===== src/rtl/key_conditioner.sv =====
// Pushbutton conditioner: per-key two-flop synchronizer, debounce FSM, and
// registered press/release pulses plus a saturating long-hold flag.
module key_conditioner #(
  parameter int NUM_KEYS        = 4,
  parameter int DEBOUNCE_CYCLES = 500000,
  parameter int HOLD_CYCLES     = 50000000
) (
  input  logic                i_clk,
  input  logic                i_rstn,
  input  logic [NUM_KEYS-1:0] i_keyN,
  output logic [NUM_KEYS-1:0] o_keyLevel,
  output logic [NUM_KEYS-1:0] o_keyPress,
  output logic [NUM_KEYS-1:0] o_keyRelease,
  output logic [NUM_KEYS-1:0] o_keyHold
);

  localparam int DB_W = (DEBOUNCE_CYCLES > 1) ? $clog2(DEBOUNCE_CYCLES) : 1;
  localparam int H_W  = $clog2(HOLD_CYCLES + 1);
  localparam logic [DB_W-1:0] DB_LAST = DB_W'(DEBOUNCE_CYCLES - 1);
  localparam logic [DB_W-1:0] DB_ONE  = DB_W'(1);
  localparam logic [H_W-1:0]  H_MAX   = H_W'(HOLD_CYCLES);
  localparam logic [H_W-1:0]  H_ONE   = H_W'(1);

  typedef enum logic {
    RELEASED = 1'b0,
    PRESSED  = 1'b1
  } key_state_e;

  key_state_e          r_state   [NUM_KEYS];
  logic [DB_W-1:0]     r_dbCnt   [NUM_KEYS];
  logic [H_W-1:0]      r_hCnt    [NUM_KEYS];
  logic [NUM_KEYS-1:0] r_sync1;
  logic [NUM_KEYS-1:0] r_sync2;
  logic [NUM_KEYS-1:0] r_press;
  logic [NUM_KEYS-1:0] r_release;
  logic [NUM_KEYS-1:0] r_hold;

  logic [NUM_KEYS-1:0] w_level;
  logic [NUM_KEYS-1:0] w_mismatch;
  logic [NUM_KEYS-1:0] w_accept;

  // Synchronizer, inverted so that 1 means pressed.
  always_ff @(posedge i_clk or negedge i_rstn) begin
    if (!i_rstn) begin
      r_sync1 <= '0;
      r_sync2 <= '0;
    end else begin
      r_sync1 <= ~i_keyN;
      r_sync2 <= r_sync1;
    end
  end

  // A change is accepted on the edge that sees the last required mismatch.
  always_comb begin
    w_level    = '0;
    w_mismatch = '0;
    w_accept   = '0;
    for (int k = 0; k < NUM_KEYS; k++) begin
      w_level[k]    = (r_state[k] == PRESSED);
      w_mismatch[k] = (r_sync2[k] != w_level[k]);
      w_accept[k]   = w_mismatch[k] && (r_dbCnt[k] == DB_LAST);
    end
  end

  // Per-key debounce FSM with pulse and hold registers.
  always_ff @(posedge i_clk or negedge i_rstn) begin
    if (!i_rstn) begin
      r_press   <= '0;
      r_release <= '0;
      r_hold    <= '0;
      for (int k = 0; k < NUM_KEYS; k++) begin
        r_state[k] <= RELEASED;
        r_dbCnt[k] <= '0;
        r_hCnt[k]  <= '0;
      end
    end else begin
      for (int k = 0; k < NUM_KEYS; k++) begin
        if (!w_mismatch[k] || w_accept[k]) begin
          r_dbCnt[k] <= '0;
        end else begin
          r_dbCnt[k] <= r_dbCnt[k] + DB_ONE;
        end

        case (r_state[k])
          RELEASED: begin
            r_hCnt[k]    <= '0;
            r_hold[k]    <= 1'b0;
            r_release[k] <= 1'b0;
            if (w_accept[k]) begin
              r_state[k] <= PRESSED;
              r_press[k] <= 1'b1;
            end else begin
              r_state[k] <= RELEASED;
              r_press[k] <= 1'b0;
            end
          end
          PRESSED: begin
            r_press[k] <= 1'b0;
            if (w_accept[k]) begin
              r_state[k]   <= RELEASED;
              r_release[k] <= 1'b1;
              r_hCnt[k]    <= '0;
              r_hold[k]    <= 1'b0;
            end else begin
              r_state[k]   <= PRESSED;
              r_release[k] <= 1'b0;
              // Hold flag lags the counter by one edge, so it rises HOLD_CYCLES+1 edges in.
              r_hold[k]    <= (r_hCnt[k] == H_MAX);
              if (r_hCnt[k] != H_MAX) begin
                r_hCnt[k] <= r_hCnt[k] + H_ONE;
              end else begin
                r_hCnt[k] <= H_MAX;
              end
            end
          end
          default: begin
            r_state[k]   <= RELEASED;
            r_press[k]   <= 1'b0;
            r_release[k] <= 1'b0;
            r_hCnt[k]    <= '0;
            r_hold[k]    <= 1'b0;
          end
        endcase
      end
    end
  end

  assign o_keyLevel   = w_level;
  assign o_keyPress   = r_press;
  assign o_keyRelease = r_release;
  assign o_keyHold    = r_hold;

endmodule


===== config.mk =====
export PLATFORM = sky130hd
export DESIGN_NAME = key_conditioner
export DESIGN_NICKNAME = d
export VERILOG_FILES = /design/src/rtl/key_conditioner.sv
export SDC_FILE = /design/constraint.sdc
export NUM_CORES = 1
export LEC_CHECK = 0
export CAP_MARGIN = 10
export CORE_AREA = 2 2 183 131
export DETAILED_ROUTE_END_ITERATION = 10
export DIE_AREA = 0 0 185 133
export MAX_ROUTING_LAYER = met4
export SLEW_MARGIN = 20
export SYNTH_ARGS = -nofsm -noshare
export SYNTH_HDL_FRONTEND = slang
export SYNTH_SLANG_ARGS = --single-unit

===== constraint.sdc =====
create_clock -name i_clk -period 2.3 [get_ports i_clk]
set_input_delay 0.345 -clock i_clk [delete_from_list [all_inputs] [get_ports i_clk]]
set_output_delay 0.345 -clock i_clk [all_outputs]
set_load 0.05 [all_outputs]

# Word-level counts from Yosys, hierarchy flattened
# Cells that the tools add are included.
dict set report word_totals {
  register_bits 204
  inputBits 6
  elab_cells 102
}
dict set report classes {
  n_eq_ne 16
  muxes 44
  n_bitwise 5
  reduce_logical 12
  n_addsub 8
}
# operator n
set ops {}
lappend ops {{2-to-1 mux 26 bit} 8}
lappend ops {{case mux 26 bit (2 select lines)} 4}
lappend ops {{adder 26 x 1 -> 26 bit (second input constant)} 4}
lappend ops {{== test 26 bit (second input constant)} 4}
lappend ops {{inequality test 26 bit (second input constant)} 4}
lappend ops {{adder 19 x 1 -> 19 bit (second input constant)} 4}
lappend ops {{== test 19 bit (second input constant)} 4}
lappend ops {{2-to-1 mux 19 bit} 4}
lappend ops {{case mux 1 bit (2 select lines)} 16}
lappend ops {{2-to-1 mux 1 bit} 12}
lappend ops {{logical AND 1 bit} 4}
lappend ops {{logical NOT 1 bit} 4}
lappend ops {{logical OR 1 bit} 4}
lappend ops {{inequality test 1 bit} 4}
lappend ops {{inverter 1 bit} 4}
lappend ops {{inverter 4 bit} 1}

# Depth between registers and ports, before layout
# Gate-level depths: netlist of the first run.
dict set report depth {
  depth_word 4
  mapped_depth 7
  mapped_depth_nobuf 6
}

# Least setup slack after synthesis of the first run
# Ideal clock, no wire load.
dict set report synth_path {
  path_kind {register -> register}
  from {register r_dbCnt[38] in the netlist's numbering}
  to {register r_hCnt[53] in the netlist's numbering}
  period_less_slack_ns 2.079
  setup_ns 0.131
  stages_incl_launch_ff 7
  n_path_buf 1
  slack_ns 0.221
  arrival_time_ns 1.948
  path_cell_list {dfrtp_1 ha_1 nand4_1 or4_1 o31ai_4 buf_4 nor3b_1}
}
dict set report synth_via {
  elab_chain_cells 4
}
# element line
set synth_lines {}
lappend synth_lines {{from (decl)} 30} ;# logic [DB_W-1:0] r_dbCnt [NUM_KEYS];
lappend synth_lines {{from (signal, indexed assignment)} 81} ;# r_dbCnt[k] <= r_dbCnt[k] + DB_ONE;
lappend synth_lines {{== test 19 bit} 61} ;# w_accept[k] = w_mismatch[k] && (r_dbCnt[k] == DB_LAST);
lappend synth_lines {{logical AND 1 bit} 61}
lappend synth_lines {{2-to-1 mux 26 bit} 99} ;# if (w_accept[k]) begin
lappend synth_lines {{case mux 26 bit (2 select lines)} 84} ;# case (r_state[k])
lappend synth_lines {{to (signal, indexed assignment)} 110} ;# r_hCnt[k] <= r_hCnt[k] + H_ONE;
lappend synth_lines {{to (decl)} 31} ;# logic [H_W-1:0] r_hCnt [NUM_KEYS];
# Every way passes these cells.

==> metrics.yaml, run 1 <==
max-vdd-ir-drop_v: 0.000568
final_max_slew_viol_count: 0
grt_overflow: 0
htree_levels: 1
r2r-start: "r_dbCnt[38]"
fp.dieH_um: 133
cts.sinks: 204
vias: 7770
final_common_cell: "dfrtp_1"
met3_length_um: 598
antenna_left: 0
io_pins: 22
synth_cell_types: 47
ys_ff_latch: 204
cellPowerDensity_mw_per_mm2: 637
fin_hold_ws_ns: 0.310
core-area_mm2: 0.0231
drive_above_1_share_pct: 8.17
dieArea_mm2: 0.0246
hold_depth: 2
leakage_uw: 0.00435
syn_nets: 1050
critPathTopFamily: "buffers and inverters"
synth_area_leaders: "dfrtp_1, xnor2_1, xor2_1"
relSlewSlack_pct: 54.5
crit_type: "reg2out"
synth_edf_count: 0
grt_pass1_wl_mm: 36.5
max_freq_mhz: 445
min_delay_worst_endpoint: "r_sync1[3]"
cts_tree: "built"
yosysWarnings: 0
viasPerCell: 5.52
drc_errors: 0
status: "completed"
wl_per_cell_um: 14.9
synth_flop_cell: "dfrtp_1"
cp_max_fo: 6
final.setup.tns_ns: 0
setup_viol: 0
skew_ns: 0.0248
min-delay-path-class: "in2reg"
drt_iter0_markers: 477
cp.arrival_ns: 1.90
start_util_pct: 44.1
crit_chain: "clkdlybuf4s50_1"
yosysTopAreaCellShare_pct: 50.2
rows: 47
m1WireLength_mm: 11.4
worstMarginPinSlew_ns: 0.677
final_cell_mix: "dfrtp_1, nor2_1, nand2_1, nand3_1, xnor2_1"
min_period_ns: 2.25
r2r_setup_slack_ns: 0.19
die_w_um: 185
hold_viol: 0
multi_input_area_mm2: 0.00486
grt_usage_pct: 18.2
ys_async_sr_fraction_pct: 100
register_area_mm2: 0.00510
port_buffers: 21
rsz0062_at_grt: "false"
hold_start: "i_keyN[3]"
fillers: 2164
syn_avg_cell_area_um2: 9.86
ctsResizeCount: 0
worst_setup_path_end_kind: "primary output"
clkTransAtPathRegs_ns: 0.06
root_buffer: "clkbuf_16"
syn_inst: 1032
clk_latency_ns: 0.52
crit_cells: 1
final_nets: 1092
r2r_cells: 5
numCtsBuffers: 22
startpoint_type: "flop"
drv_cap: 0
met2_length_mm: 8.59
required_ns: 1.96
max_stage_delay_ns: 0.87
crit_path_top_delay_cell: "clkdlybuf4s50_1"
cts_buffer_depth: 3
highest_layer: "met4"
critPathBufInv: 1
antenna_found_initial: 0
syn_area_mm2: 0.0102
period_share_pct: 97.7
grt_pass1_vias: 7319
diodes: 0
yosysSeqAreaShare_pct: 50.2
hpwl_mm: 14.2
synth_top_area_cell: "dfrtp_1"
area_delta_synth_final_pct: 15.4
finalWirelength_mm: 20.9
grt_max_degree: 69
firstDrtPassIters: 4
place_congestion: 0.850
==> how the worst max path moves through the flow <==
stage / startpoint / endpoint
final: flop / o_keyLevel[1]
after global routing: flop / o_keyLevel[1]
after CTS: flop / o_keyLevel[1]
after detailed placement: r_dbCnt[38] / flop
after global placement: r_hCnt[3] / r_hCnt[25]
after floorplan: r_dbCnt[38] / r_hCnt[53]
==> cell type report <==
cell class / count / area share, %
Tap cell: 318 / 3.39
Sequential cell: 204 / 43.5
Timing Repair Buffer: 52 / 4.37
Clock inverter: 11 / 1.34
Multi-Input combinational cell: 769 / 41.4
Inverter: 25 / 0.799
Clock buffer: 29 / 5.17
==> timing repair <==
action / 4_1_cts / 5_1_grt
endpoints found under the hold margin: 62 / 0
setup buffers: 0 / 0
hold buffers: 1 / 0
==> routing by layer <==
metal / GRT usage (%) / vias to the layer above
met3: 2.78 / 25
met2: 25.0 / 93
met5: - / -
met4: 3.57 / 0
li1: - / 3892
met1: 28.3 / 3760
==> cell usage after synthesis (5+ instances only) <==
cell      instances
dfrtp_1         204
nor2_1           80
nand2_1          69
nand3_1          58
xnor2_1          57
nor3_1           54
a21oi_1          52
nand4_1          52
xor2_1           48
or3_1            44
nor4_1           34
or4_1            30
o21ai_0          26
o31ai_1          26
inv_1            25
clkbuf_1         24
and3_1           23
and4_1           16
ha_1             12
nor3b_1          12
o21ai_1           9
a211oi_1          7
and2_1            7
buf_2             7
nor4b_1           6
or2_1             5
or4_4             5
==> flip-flops by register name, indices dropped and copies added (netlist names), named ones only <==
register,cells
r_hCnt,104
r_dbCnt,76
o_keyHold,4
o_keyPress,4
o_keyRelease,4
r_sync1,4
r_sync2,4
==> power breakdown <==
group	total, uW	switching (uW)	internal, uW
clock network	3690	1470	2220
registers	3640	26.3	3610
logic	157	110	47.3
==> logic make-up (layout without fill, tap and decap cells) <==
group	count (synthesis)	after routing	share of synthesized area, %
adder cells (fa/ha/maj)	12	12	1.48
XOR/XNOR	105	105	9.04
flip-flops	204	204	50.2
AO/OA/AOI/OAI	133	133	8.07
multiplexers	4	4	0.443
AND/OR/NAND/NOR	515	515	28.4
buffers and inverters	59	117	2.41
==> through the flow <==
step | cell area (um2) | setup WS [ns] | power [uW] | utilization, % | instances
2_1_floorplan | 10200 | 0.221 | 3750 | - | 1032
3_3_place_gp | 11000 | 0.243 | 3870 | 47.6 | 1367
3_5_place_dp | 11000 | 0.196 | 3870 | 47.6 | 1367
4_1_cts | 11700 | 0.0300 | 7600 | 50.9 | 1408
5_1_grt | 11700 | 0.0128 | 7790 | 50.9 | 1408
6_report | 11700 | 0.0540 | 7480 | 50.9 | 1408
Note: power is estimated with default switching activity, not from simulation.
==> run 2, diff against run 1 <==
Settings changed: SLEW_MARGIN 20 to 25.
==> results of run 2 <==
Same layout as run 1: the final DEF is identical, and so are final timing and power.
==> run 3, diff against run 2 <==
Settings changed: ABC_AREA from default to 1, CORE_AREA 2 2 183 131 to 2 2 163 117, DIE_AREA 0 0 185 133 to 0 0 165 119, PLACE_DENSITY_LB_ADDON from default to 0.05.
==> metrics.yaml, run 3 <==
status: "completed"
finalWirelength_mm: 23.6  # +13%
die_w_um: 165  # -11%
synth_cell_types: 30  # -36%
max-vdd-ir-drop_v: 0.000582  # +2.4%
synth_common_cells: "nor2_1, nand2_1, dfrtp_1"
final_max_slew_viol_count: 0  # unchanged
final_cell_mix: "nor2_1, nand2_1, dfrtp_1, inv_1, nand3_1"
rsz0062_at_grt: "false"
crit_cells: 1  # unchanged
rows: 42  # -11%
htree_levels: 1  # unchanged
regMostFlops: "r_hCnt"
r2r_setup_slack_ns: 0.42  # +0.23 ns
final.setup.tns_ns: 0  # unchanged
drc_errors: 0  # unchanged
worst_setup_path_end_kind: "primary output"
ys_async_sr_fraction_pct: 100  # unchanged
r2r-start: "r_dbCnt[0]"
critPathBufInv: 1  # unchanged
p_total_uw: 7510  # +0.31%
area_delta_synth_final_pct: 11.2
final_common_cell: "nor2_1"
syn_area_mm2: 0.0112  # +10%
fillers: 1554  # -28%
min-delay-path-class: "in2reg"
max_freq_mhz: 452  # +1.6%
root_buffer: "clkbuf_16"
relSlewSlack_pct: 60.1  # +5.6 points
worstMarginPinSlew_ns: 0.596  # -0.0802 ns
max_stage_delay_ns: 0.86  # about the same
leakage_uw: 0.00503  # +16%
crit_chain: "clkdlybuf4s50_1"
yosysSeqAreaShare_pct: 45.5  # -4.6 points
r2r_cells: 8  # +3
grt_pass1_wl_mm: 40.5  # +11%
crit_path_top_delay_cell: "clkdlybuf4s50_1"
hold_viol: 0  # unchanged
wl_per_cell_um: 12.9  # -13%
start_util_pct: 61.1  # +17 points
vias: 9367  # +21%
core-area_mm2: 0.0183  # -20%
antenna_left: 0  # unchanged
firstDrtPassIters: 5  # +1
yosysWarnings: 0  # unchanged
crit_end: "o_keyLevel[0]"
skew_ns: 0.0104  # -0.0145 ns
critPathTopFamily: "buffers and inverters"
port_buffers: 21  # unchanged
synth_flop_cell: "dfrtp_1"
synth_edf_count: 0  # unchanged
diodes: 0  # unchanged
grt_max_degree: 69  # unchanged
syn_avg_cell_area_um2: 7.30  # -26%
ys_ff_latch: 204  # unchanged
place_congestion: 0.915  # +7.6%
grt_overflow: 0  # unchanged
hpwl_mm: 17.1  # +21%
biggestRegsByFlops: "r_hCnt: 104 flops, r_dbCnt: 76 flops"
synth_area_leaders: "dfrtp_1, nor2_1, nand2_1"
drt_iter0_markers: 695  # +46%
clk_latency_ns: 0.50  # -0.02 ns
syn_nets: 1554  # +48%
drv_cap: 0  # unchanged
viasPerCell: 5.12  # -7.3%
cts.sinks: 204  # unchanged
setup_viol: 0  # unchanged
synth_top_area_cell: "dfrtp_1"
startpoint_type: "flop"
drive_above_1_share_pct: 4.28  # -3.9 points
yosysTopAreaCellShare_pct: 45.5  # -4.6 points
crit_type: "reg2out"
cp.arrival_ns: 1.87  # -0.03 ns
antenna_found_initial: 0  # unchanged
final_nets: 1593  # +46%
fp.dieH_um: 119  # -11%
grt_pass1_vias: 8545  # +17%
clkTransAtPathRegs_ns: 0.06  # about the same
worstReg2RegEnd: "r_hCnt[10]"
largest_reg_flops: 104  # unchanged
min_period_ns: 2.21  # -0.0344 ns
fin_hold_ws_ns: 0.328  # +0.0183 ns
dieArea_mm2: 0.0196  # -20%
grt_usage_pct: 25.8  # +7.6 points
cts_tree: "built"
period_share_pct: 96.2  # -1.5 points
syn_inst: 1536  # +49%
cts_buffer_depth: 3  # unchanged
required_ns: 1.96  # about the same
synth.most_common_cell: "nor2_1"
cellPowerDensity_mw_per_mm2: 602  # -5.6%
cp_max_fo: 5  # -1
numCtsBuffers: 21  # -4.5%
io_pins: 22  # unchanged
## run 3: cell types whose count changed in the layout (fill, tap and decap cells not counted), sizes merged, moves of 30 or more
cell,change
nor4,-34
nand2,+325
nor3,-30
nor2,+336
inv,+144
or3,-44
nand3,+35
or4,-35
## run 3: how the worst min path moves through the flow
stage	from	endpoint	slack (ns)	depth (start not counted)
global placement	r_sync1[2]	r_sync2[2]	0.33	0
finish	i_keyN[2]	r_sync1[2]	0.33	2
detailed placement	r_sync1[2]	r_sync2[2]	0.33	0
CTS	i_keyN[2]	r_sync1[2]	0.31	2
floorplan	i_rstn	asynchronous set/reset pin	0.05	0
global route	i_keyN[2]	r_sync1[2]	0.32	2
## run 3: power by group
part,total [uW],internal [uW],leakage (uW),switching [uW]
sequential,3630,3610,0.00282,20.3
combinational,161,42.8,0.00183,119
clock,3710,2330,0.000376,1380
total,7510,5980,0.00503,1520
## run 3: logic make-up after synthesis
group	after synthesis	synth area share (%)
XOR/XNOR	90	7.10
adder cells (fa/ha/maj)	12	1.34
AO/OA/AOI/OAI	63	2.90
buffers and inverters	182	6.65
AND/OR/NAND/NOR	985	36.5
flip-flops	204	45.5
## run 3: layout make-up
cell class | instances | area [um2] | area share [%]
clock buffer | 33 | 671 | 5.38
inverter | 170 | 638 | 5.12
tap | 242 | 303 | 2.43
sequential | 204 | 5100 | 40.9
timing repair buffer | 28 | 295 | 2.37
multi-input combinational | 1150 | 5360 | 43.0
clock inverter | 4 | 97.6 | 0.783
## run 3: layer usage
layer	up-vias	track usage [%]	routed length, um
met5	-	-	0
met3	26	3.34	1030
met1	4310	39.7	12200
met2	194	37.1	10000
li1	4837	-	-
met4	0	4.40	349
## run 3: through the flow
step	cell area [um2]	setup WS, ns	std cells	utilization, %
floorplan	11200	0.689	1536	-
global placement	11700	0.537	1793	63.8
detailed placement	11700	0.417	1793	63.8
CTS	12500	0.0669	1831	68.0
global route	12500	0.0511	1831	68.0
finish	12500	0.0884	1831	68.0
## run 3: repair_timing
action,4_1_cts,5_1_grt
buffers inserted,0,0
setup endpoints to repair,0,0
hold buffers,1,0
gates resized for setup,0,0
hold endpoints to repair,62,0
